File: src/rtl/fetch_unit.sv
`default_nettype none
// =============================================================================
// Module   : fetch_unit
// Purpose  : Single-outstanding instruction fetch FSM with a one-group hold
//            register; optional perf counters under FETCH_PERF_CNT_EN.
// Revision : 1.0 - initial release
// =============================================================================
module fetch_unit #(
   parameter int unsigned INST_FETCH_NUM  = 4,
   parameter int unsigned INST_INDEX_SIZE = 32,
   parameter logic [31:0] RESET_PC        = 32'h8000_0000
) (
   input  logic                                      clock,
   input  logic                                      reset,
   output logic                                      icache_req_valid,
   input  logic                                      icache_req_ready,
   output logic [31:0]                               icache_req_addr,
   input  logic                                      icache_resp_valid,
   input  logic [INST_FETCH_NUM*INST_INDEX_SIZE-1:0] icache_resp_data,
   input  logic                                      buffer_full,
   input  logic                                      redirect_valid,
   input  logic [31:0]                               redirect_pc,
   output logic [INST_FETCH_NUM*INST_INDEX_SIZE-1:0] inst_value,
   output logic [INST_FETCH_NUM-1:0]                 inst_valid,
   output logic [31:0]                               fetch_pc,
   output logic [31:0]                               perf_group_cnt,
   output logic [31:0]                               perf_stall_cnt
);

   localparam int unsigned GROUP_W = INST_FETCH_NUM * INST_INDEX_SIZE;

   typedef enum logic [1:0] {
      S_REQ  = 2'd0,
      S_WAIT = 2'd1,
      S_HOLD = 2'd2,
      S_DROP = 2'd3
   } state_t;

   state_t                    state_q;
   logic [31:0]               pc_q;
   logic [31:0]               hold_pc_q;
   logic [GROUP_W-1:0]        hold_data_q;
   logic                      req_valid_q;
   logic [31:0]               req_addr_q;
   logic [GROUP_W-1:0]        inst_value_q;
   logic [INST_FETCH_NUM-1:0] inst_valid_q;
   logic [31:0]               fetch_pc_q;

   logic                      deliver_d;
   logic [31:0]               dlv_pc_d;
   logic [GROUP_W-1:0]        dlv_data_d;
   logic [INST_FETCH_NUM-1:0] dlv_mask_d;
   logic [31:0]               dlv_next_pc_d;

   // A group is delivered straight from the response or from the hold register.
   always_comb begin
      deliver_d     = !redirect_valid && !buffer_full &&
                      (((state_q == S_WAIT) && icache_resp_valid) || (state_q == S_HOLD));
      dlv_pc_d      = (state_q == S_HOLD) ? hold_pc_q : pc_q;
      dlv_data_d    = (state_q == S_HOLD) ? hold_data_q : icache_resp_data;
      dlv_next_pc_d = {dlv_pc_d[31:4], 4'b0000} + 32'd16;
      dlv_mask_d    = '0;
      for (int unsigned i = 0; i < INST_FETCH_NUM; i++) begin
         dlv_mask_d[i] = (i >= {30'd0, dlv_pc_d[3:2]});
      end
   end

   always_ff @(posedge clock or negedge reset) begin
      if (!reset) begin
         state_q      <= S_REQ;
         pc_q         <= RESET_PC;
         hold_pc_q    <= '0;
         hold_data_q  <= '0;
         req_valid_q  <= 1'b0;
         req_addr_q   <= '0;
         inst_value_q <= '0;
         inst_valid_q <= '0;
         fetch_pc_q   <= '0;
      end else begin
         inst_valid_q <= '0;
         if (redirect_valid) begin
            pc_q        <= redirect_pc;
            req_valid_q <= 1'b0;
            hold_data_q <= '0;
            hold_pc_q   <= '0;
            case (state_q)
               S_REQ:   state_q <= (req_valid_q && icache_req_ready) ? S_DROP : S_REQ;
               S_HOLD:  state_q <= S_REQ;
               default: state_q <= icache_resp_valid ? S_REQ : S_DROP;
            endcase
         end else begin
            case (state_q)
               S_REQ: begin
                  if (!req_valid_q) begin
                     req_valid_q <= 1'b1;
                     req_addr_q  <= {pc_q[31:4], 4'b0000};
                  end else if (icache_req_ready) begin
                     req_valid_q <= 1'b0;
                     state_q     <= S_WAIT;
                  end
               end
               S_WAIT: begin
                  if (icache_resp_valid) begin
                     hold_data_q <= icache_resp_data;
                     hold_pc_q   <= pc_q;
                     state_q     <= buffer_full ? S_HOLD : S_REQ;
                  end
               end
               S_HOLD: begin
                  if (!buffer_full) begin
                     state_q <= S_REQ;
                  end
               end
               default: begin
                  if (icache_resp_valid) begin
                     state_q <= S_REQ;
                  end
               end
            endcase
            if (deliver_d) begin
               inst_valid_q <= dlv_mask_d;
               inst_value_q <= dlv_data_d;
               fetch_pc_q   <= dlv_pc_d;
               pc_q         <= dlv_next_pc_d;
            end
         end
      end
   end

   assign icache_req_valid = req_valid_q;
   assign icache_req_addr  = req_addr_q;
   assign inst_value       = inst_value_q;
   assign inst_valid       = inst_valid_q;
   assign fetch_pc         = fetch_pc_q;

`ifdef FETCH_PERF_CNT_EN
   logic [31:0] perf_group_q;
   logic [31:0] perf_stall_q;

   always_ff @(posedge clock or negedge reset) begin
      if (!reset) begin
         perf_group_q <= '0;
         perf_stall_q <= '0;
      end else begin
         if (deliver_d) begin
            perf_group_q <= perf_group_q + 32'd1;
         end
         if (state_q == S_HOLD) begin
            perf_stall_q <= perf_stall_q + 32'd1;
         end
      end
   end

   assign perf_group_cnt = perf_group_q;
   assign perf_stall_cnt = perf_stall_q;
`else
   assign perf_group_cnt = '0;
   assign perf_stall_cnt = '0;
`endif

endmodule
`default_nettype wire

File: config.mk
export PLATFORM = sky130hd
export DESIGN_NAME = fetch_unit
export DESIGN_NICKNAME = d
export VERILOG_FILES = /design/src/rtl/fetch_unit.sv
export SDC_FILE = /design/constraint.sdc
export NUM_CORES = 1
export LEC_CHECK = 0
export BUFFER_PORTS_ARGS = -buffer_cell sky130_fd_sc_hd__buf_2
export CORE_MARGIN = 3
export CORE_UTILIZATION = 48
export CTS_CLUSTER_SIZE = 20
export DETAILED_ROUTE_END_ITERATION = 8
export GPL_TIMING_DRIVEN = 0
export PLACE_DENSITY = 0.82
export REMOVE_ABC_BUFFERS = 1
export SLEW_MARGIN = 30
export SYNTH_ARGS = -nofsm -noshare
export SYNTH_HDL_FRONTEND = slang
export SYNTH_SLANG_ARGS = --single-unit
File: constraint.sdc
create_clock -name clock -period 3.1 [get_ports clock]
set_clock_uncertainty 0.15 [all_clocks]
set_input_delay 0.31 -clock clock [delete_from_list [all_inputs] [get_ports clock]]
set_output_delay 0.31 -clock clock [all_outputs]
set_load 0.01 [all_outputs]
# Yosys cells after proc, flatten, opt, wreduce, memory -nomap -nowiden
# Index checks and enable logic that the tools add are counted.
[op_classes]
addsub = 1
n_reduce_logical = 17
n_lt_le_gt_ge = 3
bitwise_logic = 2
n_eq_ne = 6
muxes = 27
[ops]
columns = ["operator", "n"]
rows = [
  ["128-bit two-way mux", 4],
  ["32-bit two-way mux", 6],
  ["32-bit by 5-bit adder with 32-bit output, second input constant", 1],
  ["2-bit two-way mux", 9],
  ["3-bit inequality test, second input constant", 4],
  ["4-bit two-way mux", 2],
  ["2-bit nonzero test", 4],
  ["2-bit one-hot mux with 3 select lines", 1],
  ["5-bit AND reduction", 1],
  ["1-bit by 2-bit >= comparator with 1-bit output, first input constant", 2],
  ["1-bit logical AND", 4],
  ["1-bit two-way mux", 4],
  ["2-bit one-hot mux with 2 select lines", 1],
  ["2-bit AND reduction", 2],
  ["4-bit nonzero test", 1],
  ["3-bit AND reduction", 1],
  ["2-bit by 1-bit equality test with 1-bit output, second input constant", 1],
  ["2-bit equality test, second input constant", 1],
  ["2-bit >= comparator, first input constant", 1],
  ["1-bit logical NOT", 2],
  ["2-bit logical NOT", 1],
  ["1-bit NOT", 2],
  ["1-bit logical OR", 1],
]
[word_totals]
out_inout_bits = 261
ff_bits = 387
elab_cells = 65
inputBits = 166

# Longest topological paths before layout
[depth]
ltp_word = 6
ltp_mapped = 16
mapped_depth_nobuf = 10

# Worst setup path before layout
# No wires, ideal clock.
[synth_timing]
path_type = "reg2reg"
from = "register state_q[0]"
to = "register pc_q[28]"
stages_incl_launch_ff = 17
arrival_time_ns = 2.946
setup_ns = 0.138
slack_ns = -0.134
synth_period_minus_slack_ns = 3.234
cell_sequence = "dfrtp_1 > buf_6 > nand2b_1 > buf_2 > buf_6 > buf_2 > clkbuf_1 > nand2_1 > nand2_1 > ha_1 > nand2_1 > mux2i_1 > nor4b_4 > and4_1 > buf_2 > and4_1 > a211oi_2"
[synth_via]
elab_chain_cells = 5
word_cells_on_any_way = 10
[synth_lines]
columns = ["element", "line_no", "text"]
rows = [
  ["start: declaration", "39", "state_t state_q;"],
  ["start signal: assignment", "87", "S_REQ: state_q <= (req_valid_q && icache_req_ready) ? S_DROP : S_REQ;"],
  ["start signal: assignment", "89", "default: state_q <= icache_resp_valid ? S_REQ : S_DROP;"],
  ["start signal: assignment", "106", "state_q <= buffer_full ? S_HOLD : S_REQ;"],
  ["2-bit equality test", "59", "dlv_pc_d = (state_q == S_HOLD) ? hold_pc_q : pc_q;"],
  ["32-bit two-way mux", "59", ""],
  ["via dlv_pc_d[4]", "50", "logic [31:0] dlv_pc_d;"],
  ["32-bit by 5-bit adder with 32-bit output", "61", "dlv_next_pc_d = {dlv_pc_d[31:4], 4'b0000} + 32'd16;"],
  ["32-bit two-way mux", "120", "if (deliver_d) begin"],
  ["32-bit two-way mux", "81", "if (redirect_valid) begin"],
  ["end signal: assignment", "82", "pc_q <= redirect_pc;"],
  ["end signal: assignment", "124", "pc_q <= dlv_next_pc_d;"],
  ["end: declaration", "40", "logic [31:0] pc_q;"],
]
# The timed path passes the listed nets, and every way through them passes these cells. The select of a mux whose other input is x is not followed.
# A chain may end at the register's enable or synchronous reset.

# Worst setup path in the final report
[layout_timing]
from = "register state_q[0]"
to = "register pc_q[24]"
# Same word-level chain as after synthesis.

==> results.tsv <==
stage	metric	value	unit
synth	ys_ff_latch	387	
clocking	cts_sinks	387	
timing	slew_viol_final	0	
timing	whs	0.0304	ns
place	port_buffers	358	
synth	yosysWarnings	0	
critical_path	critPathMaxFanout	18	
clocking	cts_buffer_depth	3	
power_and_ir_drop	seqPwrFrac	0.392	
power_and_ir_drop	p_comb_frac	0.368	
timing	finalSetupViolCount	0	
drt	totalWireLength	55.7	mm
drt	num_vias	15300	
global_route	grt_pass1_wl	84.6	mm
timing	worst_pin_slew	0.718	ns
power_and_ir_drop	vdd_drop_max	0.615	mV
critical_path	cp_slowest_cell	dfrtp_2	
power_and_ir_drop	power_switching	7.11	mW
drt	drt_pass1_iterations	5	
synth	synth_commonest_cells	dfrtp_1, nand2_1, a22o_1	
critical_path	cp.required	3.35	ns
floorplanning	dieArea	37300	µm²
floorplanning	core	34000	µm²
timing	final-hold-violation-count	0	
power_and_ir_drop	p_leak	10.8	nW
global_route	grt_util_all_layers	0.285	
critical_path	critPathBufInv	3	
synth	synth_top_cell_by_area	dfrtp_1	
global_route	grt_max_degree	90	
global_route	antenna_found_initial	5	
cells_and_area	areaGrowthSynthToFinish	35.0	%
floorplanning	rows	67	
synth	synthCells	1619	
place	place_hpwl	31.5	mm
cells_and_area	final_layout_size_suffix_gt1_frac	0.248	
place	dp_slack	-1.04	ns
timing	fmaxAchievable	332	MHz
drt	drt_iter0_drc	1108	
drt	avgViaCountPerCell	5.90	
synth	synth_area	16800	µm²
power_and_ir_drop	switching_share	0.366	
timing	min_period	3.01	ns
power_and_ir_drop	power.density	857	nW/µm²
status	outcome	complete, no violations	
synth	yosysMostFrequentCell	dfrtp_1	
power_and_ir_drop	power	19.4	mW
synth	synth_edf_count	0	
synth	netlist.area_leader.share	0.575	
synth	synthArstFlopShare	1.00	
job	cap_violations	0	
synth	synth_area_leaders	dfrtp_1, a22o_1, nand2_1	
critical_path	path_cells	nor2b_4 > clkbuf_16 > buf_16 > mux2_4 > ha_2 > nand2_1 > mux2i_4 > nor4b_4 > buf_4 > nand4b_1 > xnor2_1 > o21ai_0	
clocking	htree_num_levels	2	
synth	yosysSeqAreaShare	0.577	
critical_path	cp.arrival	3.27	ns
drt	route.detailed.drc	0	
clocking	cts_tree	built	
floorplanning	die_y	193	µm
clocking	clkTransAtPathRegs	0.06	ns
place	globalplace.congestion	0.789	
cells_and_area	fin_util	0.666	
timing	fin_ws	0.0878	ns
timing	max_slew_margin	0.516	
clocking	clock_latency	0.53	ns
critical_path	end_kind	flop	
min_path	min_path_type	primary input to flop	
floorplanning	start_util	0.493	
synth	ys_types	55	
critical_path	reg2reg_slack	0.09	ns
synth	synth_flop_cell	dfrtp_1	
critical_path	max_stage_delay	0.43	ns
floorplanning	die_x	193	µm
critical_path	startpoint_type	flop	
global_route	grt_pass1_vias	15600	
drt	final_antenna_net_count	0	
critical_path	crit_family	simple AND/OR/NAND/NOR gates	
synth	postSynthAreaPerCell	10.4	µm²
clocking	numCtsBuffers	41	
cells_and_area	nNetsFinal	2285	
power_and_ir_drop	power.internal	12.3	mW
drt	wl_per_cell	21.4	µm
global_route	grt_remaining_overflow	0	
timing	tns	0	ns
power_and_ir_drop	pwr-share-clk	0.240	
clocking	root_buffer	clkbuf_16	
floorplanning	io_pins	427	
critical_path	crit_type	flop to flop	
timing	period_share	0.972	
cell families after synthesis:
family / synth area share
compound gates: 0.168
flops: 0.577
other cells: 0.000223
buf+inv: 0.0612
simple gates: 0.139
xor+xnor: 0.0120
mux: 0.0423
fa+ha+maj: 0.000745
routing by layer:
metal,part of all wire,GRT usage,routed length (µm),vias to the layer above
met5,0.00014,0,8,-
li1,-,-,-,6556
met4,0.045,0.136,2520,2
met1,0.37,0.349,20500,7561
met2,0.48,0.472,26800,980
met3,0.11,0.0739,5850,220
cell usage in the layout, fill, tap and decap left out, types with 4 or more instances in the layout:
cell type and count:
dfrtp_1 384, buf_2 356, nand2_1 354, dlygate4sd3_1 162, a22o_1 160, nor2_1 155, a31oi_1 136, conb_1 68
o21ai_0 49, clkbuf_16 45, buf_16 34, mux2i_1 32, mux2_2 28, a22oi_1 17, buf_4 13, nand3_1 12
xor2_1 12, xnor2_1 11, clkbuf_1 11, and3_1 7, clkbuf_8 7, o221ai_1 6, nor3_1 6, clkinv_2 6
diode_2 5, nand4_1 5, a21oi_1 4, buf_6 4
area by class of cell:
cell class,instances,area (µm²)
Antenna cell,5,12.5
Clock buffer,59,1160
Multi-Input combinational cell,1106,6420
Timing Repair Buffer,579,4720
Clock inverter,10,83.8
Sequential cell,387,9690
Tap cell,448,561
Inverter,3,27.5
Fill cell,2307,11400
path summary, 6_finish.rpt:
path                                          start                     endpoint  depth (start not counted)
setup / recovery             state_q[0]$_DFFE_PN0P_         pc_q[24]$_DFFE_PN0P_                         12
hold / removal                      redirect_pc[28]         pc_q[28]$_DFFE_PN0P_                          3
max in group asynchronous                     reset  inst_value[116]$_DFFE_PN0P_                          5
hold reg to reg            fetch_pc[14]$_DFFE_PN0P_     fetch_pc[14]$_DFFE_PN0P_                          2
setup reg to reg             state_q[0]$_DFFE_PN0P_         pc_q[24]$_DFFE_PN0P_                         12
min in group asynchronous                     reset  hold_data_q[65]$_DFFE_PN0P_                          2
per-stage QoR:
step	instance area (µm²)	std cells
2_1_floorplan	16000	1496
3_3_place_gp	18400	2302
3_5_place_dp	19400	2341
4_1_cts	22500	2582
5_1_grt	22700	2595
6_report	22700	2597
tightest hold or removal path, delay by kind of cell:
kind | cells | cell delay [ns]
AO/OA/AOI/OAI | 1 | 0.09
buffers and inverters | 1 | 0.10
multiplexers | 1 | 0.16
power groups by stage:
| stage | Combinational, mW | Sequential, mW | Clock, mW |
|---|---|---|---|
| 6_report | 7.16 | 7.62 | 4.66 |
| 5_1_grt | 7.71 | 7.77 | 4.92 |
| 4_1_cts | 6.83 | 7.50 | 4.73 |
| 3_5_place_dp | 6.42 | 7.58 | 0 |
| 3_3_place_gp | 5.85 | 7.51 | 0 |
| 2_1_floorplan | 2.90 | 8.04 | 0 |
flip-flops by register name, indices dropped and copies added (netlist names):
| signal | cells |
|---|---|
| icache_req_addr | 28 |
| icache_req_valid | 1 |
| pc_q | 32 |
| state_q | 2 |
| inst_valid | 4 |
| hold_data_q | 128 |
| inst_value | 128 |
| fetch_pc | 32 |
| hold_pc_q | 32 |
what timing repair did:
action,CTS,global route
endpoints found under the hold margin,440,0
setup buffers,7,7
pin swaps,0,2
setup endpoints to repair,106,64
cloned,3,3
resized for setup,8,9
hold buffers,162,0
Note: power is estimated with default switching activity, not from simulation.
